--- src/rtl/change_dispenser.sv ---
// change_dispenser: greedy coin-change FSM with per-coin inventory and restock
module change_dispenser #(
   parameter int INV_WIDTH  = 8,
   parameter int INIT_COUNT = 10,
   parameter int MAX_AMOUNT = 999
) (
   input  logic                 clk,
   input  logic                 rst,
   input  logic                 start,
   input  logic [10:0]          changeAmount,
   input  logic                 coinReady,
   input  logic                 restockEn,
   input  logic [1:0]           restockType,
   input  logic [INV_WIDTH-1:0] restockCount,
   output logic                 coinValid,
   output logic [1:0]           coinType,
   output logic                 busy,
   output logic                 done,
   output logic                 fault,
   output logic [10:0]          remaining,
   output logic [INV_WIDTH-1:0] invNickel,
   output logic [INV_WIDTH-1:0] invDime,
   output logic [INV_WIDTH-1:0] invQuarter,
   output logic [INV_WIDTH-1:0] invDollar
);
   typedef enum logic [2:0] {IDLE, SELECT, ISSUE, DONE, FAULT} state_t;
   localparam logic [10:0] MAX_AMT = 11'(MAX_AMOUNT);
   state_t               r_state;
   logic                 r_coin_valid, r_busy, r_done, r_fault;
   logic [1:0]           r_coin_type;
   logic [10:0]          r_remaining;
   logic [INV_WIDTH-1:0] r_inv [4];
   logic [3:0]           w_ok;
   logic [1:0]           w_sel;
   logic [10:0]          w_val;
   logic                 w_valid;
   logic [INV_WIDTH:0]   w_sum;
   logic [INV_WIDTH-1:0] w_sat;
   // a coin qualifies only if it fits in remaining, so remaining never underflows
   assign w_ok[3] = r_remaining >= 11'd100 && r_inv[3] != '0;
   assign w_ok[2] = r_remaining >= 11'd25  && r_inv[2] != '0;
   assign w_ok[1] = r_remaining >= 11'd10  && r_inv[1] != '0;
   assign w_ok[0] = r_remaining >= 11'd5   && r_inv[0] != '0;
   assign w_sel   = w_ok[3] ? 2'd3 : w_ok[2] ? 2'd2 : w_ok[1] ? 2'd1 : 2'd0;
   assign w_val   = r_coin_type == 2'd3 ? 11'd100 : r_coin_type == 2'd2 ? 11'd25 :
                    r_coin_type == 2'd1 ? 11'd10 : 11'd5;
   assign w_valid = changeAmount <= MAX_AMT && changeAmount % 11'd5 == 11'd0;
   assign w_sum   = {1'b0, r_inv[restockType]} + {1'b0, restockCount};
   assign w_sat   = w_sum[INV_WIDTH] ? '1 : w_sum[INV_WIDTH-1:0];
   always_ff @(posedge clk) begin
      if (rst) begin
         r_state      <= IDLE;
         r_coin_valid <= 1'b0;
         r_coin_type  <= 2'd0;
         r_busy       <= 1'b0;
         r_done       <= 1'b0;
         r_fault      <= 1'b0;
         r_remaining  <= 11'd0;
         for (int i = 0; i < 4; i++) r_inv[i] <= INV_WIDTH'(INIT_COUNT);
      end else begin
         case (r_state)
            IDLE: begin
               if (restockEn) r_inv[restockType] <= w_sat;
               if (start) begin
                  r_remaining <= changeAmount;
                  r_fault     <= !w_valid;
                  r_busy      <= 1'b1;
                  r_state     <= w_valid ? SELECT : FAULT;
               end
            end
            SELECT: begin
               if (r_remaining == 11'd0) begin
                  r_done  <= 1'b1;
                  r_state <= DONE;
               end else if (|w_ok) begin
                  r_coin_type  <= w_sel;
                  r_coin_valid <= 1'b1;
                  r_state      <= ISSUE;
               end else begin
                  r_fault <= 1'b1;
                  r_state <= FAULT;
               end
            end
            ISSUE: begin
               if (coinReady) begin
                  r_remaining  <= r_remaining - w_val;
                  r_coin_valid <= 1'b0;
                  r_state      <= SELECT;
                  if (r_inv[r_coin_type] != '0) r_inv[r_coin_type] <= r_inv[r_coin_type] - 1'b1;
               end
            end
            DONE: begin
               r_done  <= 1'b0;
               r_busy  <= 1'b0;
               r_state <= IDLE;
            end
            default: begin
               r_busy  <= 1'b0;
               r_state <= IDLE;
            end
         endcase
      end
   end
   assign coinValid  = r_coin_valid;
   assign coinType   = r_coin_type;
   assign busy       = r_busy;
   assign done       = r_done;
   assign fault      = r_fault;
   assign remaining  = r_remaining;
   assign invNickel  = r_inv[0];
   assign invDime    = r_inv[1];
   assign invQuarter = r_inv[2];
   assign invDollar  = r_inv[3];
endmodule

--- config.mk ---
export PLATFORM = sky130hd
export DESIGN_NAME = change_dispenser
export DESIGN_NICKNAME = d
export VERILOG_FILES = /design/src/rtl/change_dispenser.sv
export SDC_FILE = /design/constraint.sdc
export NUM_CORES = 1
export LEC_CHECK = 0
export CORE_MARGIN = 10
export CORE_UTILIZATION = 55
export CTS_CLUSTER_SIZE = 14
export DETAILED_ROUTE_END_ITERATION = 8
export GPL_TIMING_DRIVEN = 0
export PLACE_DENSITY = 0.8
export SYNTH_ARGS = -nofsm -noshare
export SYNTH_HDL_FRONTEND = slang
export SYNTH_SLANG_ARGS = --single-unit
--- constraint.sdc ---
create_clock -name clk -period 5.4 [get_ports clk]
set_clock_uncertainty 0.1 [all_clocks]
set_input_delay 0.81 -clock clk [delete_from_list [all_inputs] [get_ports clk]]
set_output_delay 0.81 -clock clk [all_outputs]
set_load 0.05 [all_outputs]
==> metrics.cfg <==
[run_status]
status=finished, final reports clean

[floorplan]
start_util_pct=57.3
die_y_um=113
pin_count=75
die_w_um=113
die-area_mm2=0.0128
coreArea_mm2=0.00834
num_rows=33

[finish]
drive_above_1_share_pct=10.7
multi_input_area_mm2=0.00306
num_antenna_cells=0
fin_cells=713
area_delta_synth_final_pct=20.2
mostFrequentLayoutCell=clkdlybuf4s50_1
seq_area_mm2=0.00140
layout.nets=655
mostFrequentLayoutCells=clkdlybuf4s50_1, nor2_1, nand2_1, inv_1, a21oi_1
fillers=672

[worst_setup_path]
critPathMaxFanout=10
r2r_setup_slack_ns=1.60
crit_type=input port to register
critPathCaptureType=register
r2r-end=r_inv[2][5]
arrival_ns=4.98
crit_required_ns=5.35
r2r_start=r_inv[3][0]
cp-start-kind=input port
reg2regPathDepth=13
cp-startpoint=restockType[0]

[clock_tree]
cts_hold_buf=0
clkLatencyLatePin_ns=0.32
cts_resized=0
cts_buffers=5
cts_sinks=54
clk_transition_reported_paths_ns=0.12
cts_setup_buffers=0
root_buffer=clkbuf_8
htree_num_levels=2
cts_tree=yes
clk_path_buf_depth=2

[drt]
vias=4596
ant_nets=0
firstDrtPassIters=5
viasPerCell=6.45
wirelength_um=14900
drc=0
drt_iter0_drc=500
wl_per_cell_um=20.9

[yosys]
synth-edff-count=32
syn_area_per_cell_um2=9.05
synth_top_area_cell=edfxtp_1
ys_seq_area_share_pct=29.3
syn-cell-area_mm2=0.00478
synth-async-reset-ratio_pct=0
ys_seq_elements=54
yosysUniqueCellTypes=85
ys_warn_count=0
synth_top_cell_area_share_pct=20.1
postSynthCellCount=528
yosys-top-cells-area=edfxtp_1, dfxtp_1, mux4_2
synth_nets=576
synth-main-ff-cell=edfxtp_1

[global_route]
grt_pass1_vias=4269
grt_max_degree=20
grt_pass1_wl_um=24000
antenna_found_initial=0
overflow=0
grt_use_total_pct=22.9

[timing]
finalMaxSlewViolations=0
max_freq_mhz=199
worst_pin_slew_ns=1.33
fin_crit_sh_pct=93.2
fin_crit_ns=5.03
tns_ns=0
maxSlewHeadroom_pct=10.7
hold_viol_final=0
worst_slack_ns=0.368
grt_setup_unrepaired=false
finalSetupViolations=0

[place]
io_buffers=72
gp_congestion=0.993
dp_cells=705
dp_hpwl_um=12000
post-place-ws_ns=-0.0751

[power_and_ir_drop]
p_per_area_mw_per_mm2=236
ir_worst_vdd_v=0.000169
leakage_nw=2.18

[worst_hold_path]
worstHoldStart=coinValid
min_to=coinValid
min_path_cells=2
hold_path.class=register to register

[flow_run]
max_cap_violations=0

## metal layers
layer	up-vias	global-route usage [%]	part of all wire [%]	routed length, µm
met4	0	6.26	2.1	308
met1	2157	33.9	44	6570
met5	-	0	0	0
met2	275	33.5	43	6440
li1	2138	-	-	-
met3	26	3.33	11	1600
## power by group
part / switching, mW / total (mW) / internal [mW]
combinational: 0.360 / 0.594 / 0.234
clock: 0.151 / 0.247 / 0.0965
sequential: 0.0440 / 0.515 / 0.471
## cell usage after synthesis, types with 11 or more instances
| master | n |
|---|---|
| dfxtp_1 | 22 |
| inv_1 | 33 |
| nor3_1 | 16 |
| clkbuf_1 | 11 |
| nor2_1 | 60 |
| nand2b_1 | 13 |
| mux4_2 | 16 |
| ha_1 | 20 |
| edfxtp_1 | 32 |
| a21oi_1 | 33 |
| nand2_1 | 39 |
| nor4_1 | 11 |
| o21ai_0 | 19 |
| xnor2_1 | 13 |
## per-stage QoR
stage / total power, mW / instance area, µm² / utilization, % / hold WS (ns)
after floorplan: 0.929 / 4780 / - / 0.369
after global placement: 1.09 / 5630 / 67.5 / 0.354
after detailed placement: 1.11 / 5630 / 67.5 / 0.364
after CTS: 1.34 / 5730 / 68.6 / 0.379
after global routing: 1.43 / 5740 / 68.8 / 0.422
final: 1.36 / 5740 / 68.8 / 0.380
## worst max path at each step
stage / slack, ns / endpoint
after floorplan: 1.21 / r_inv[1][3]
after global placement: 0.05 / r_inv[0][3]
after detailed placement: -0.08 / r_inv[2][3]
after CTS: 0.26 / r_inv[2][3]
after global routing: 0.04 / r_inv[2][7]
final: 0.37 / r_inv[2][5]
## logic make-up after synthesis
kind of cell | count (synthesis) | synth area share, %
muxes | 18 | 7.96
AOI/OAI and AO/OA | 149 | 22.9
adders and majority gates | 22 | 6.08
and+or+nand+nor | 200 | 22.7
buffers and inverters | 64 | 6.76
DFF | 54 | 29.3
xor gates and xnor gates | 21 | 4.24
## registers in the layout, indices dropped and copies added (netlist names), named ones only
signal and cells:
r_state 3, coinValid 1, done 1, busy 1, fault 1, remaining 11
r_inv 32, coinType 2
## cell type report
class,count,area share [%]
buffer,30,3.51
sequential,54,24.4
multi-input combinational,410,53.3
clock inverter,3,0.501
timing repair buffer,72,12.6
clock buffer,5,1.20
inverter,34,2.22
tap,105,2.29
## critical path, stage by stage
cell             delay (ns)
clkdlybuf4s50_1        0.51
clkdlybuf4s15_1        0.60
mux4_2                 0.60
ha_1                   0.23
fa_1                   0.40
a21oi_1                0.16
nor2_1                 0.05
nor2_1                 0.16
o21bai_1               0.08
a21oi_1                0.25
o21bai_1               0.10
a21o_1                 0.26
nor2_1                 0.14
a2bb2oi_1              0.51
nor2_1                 0.10
Note: power is estimated with default switching activity, not from simulation.
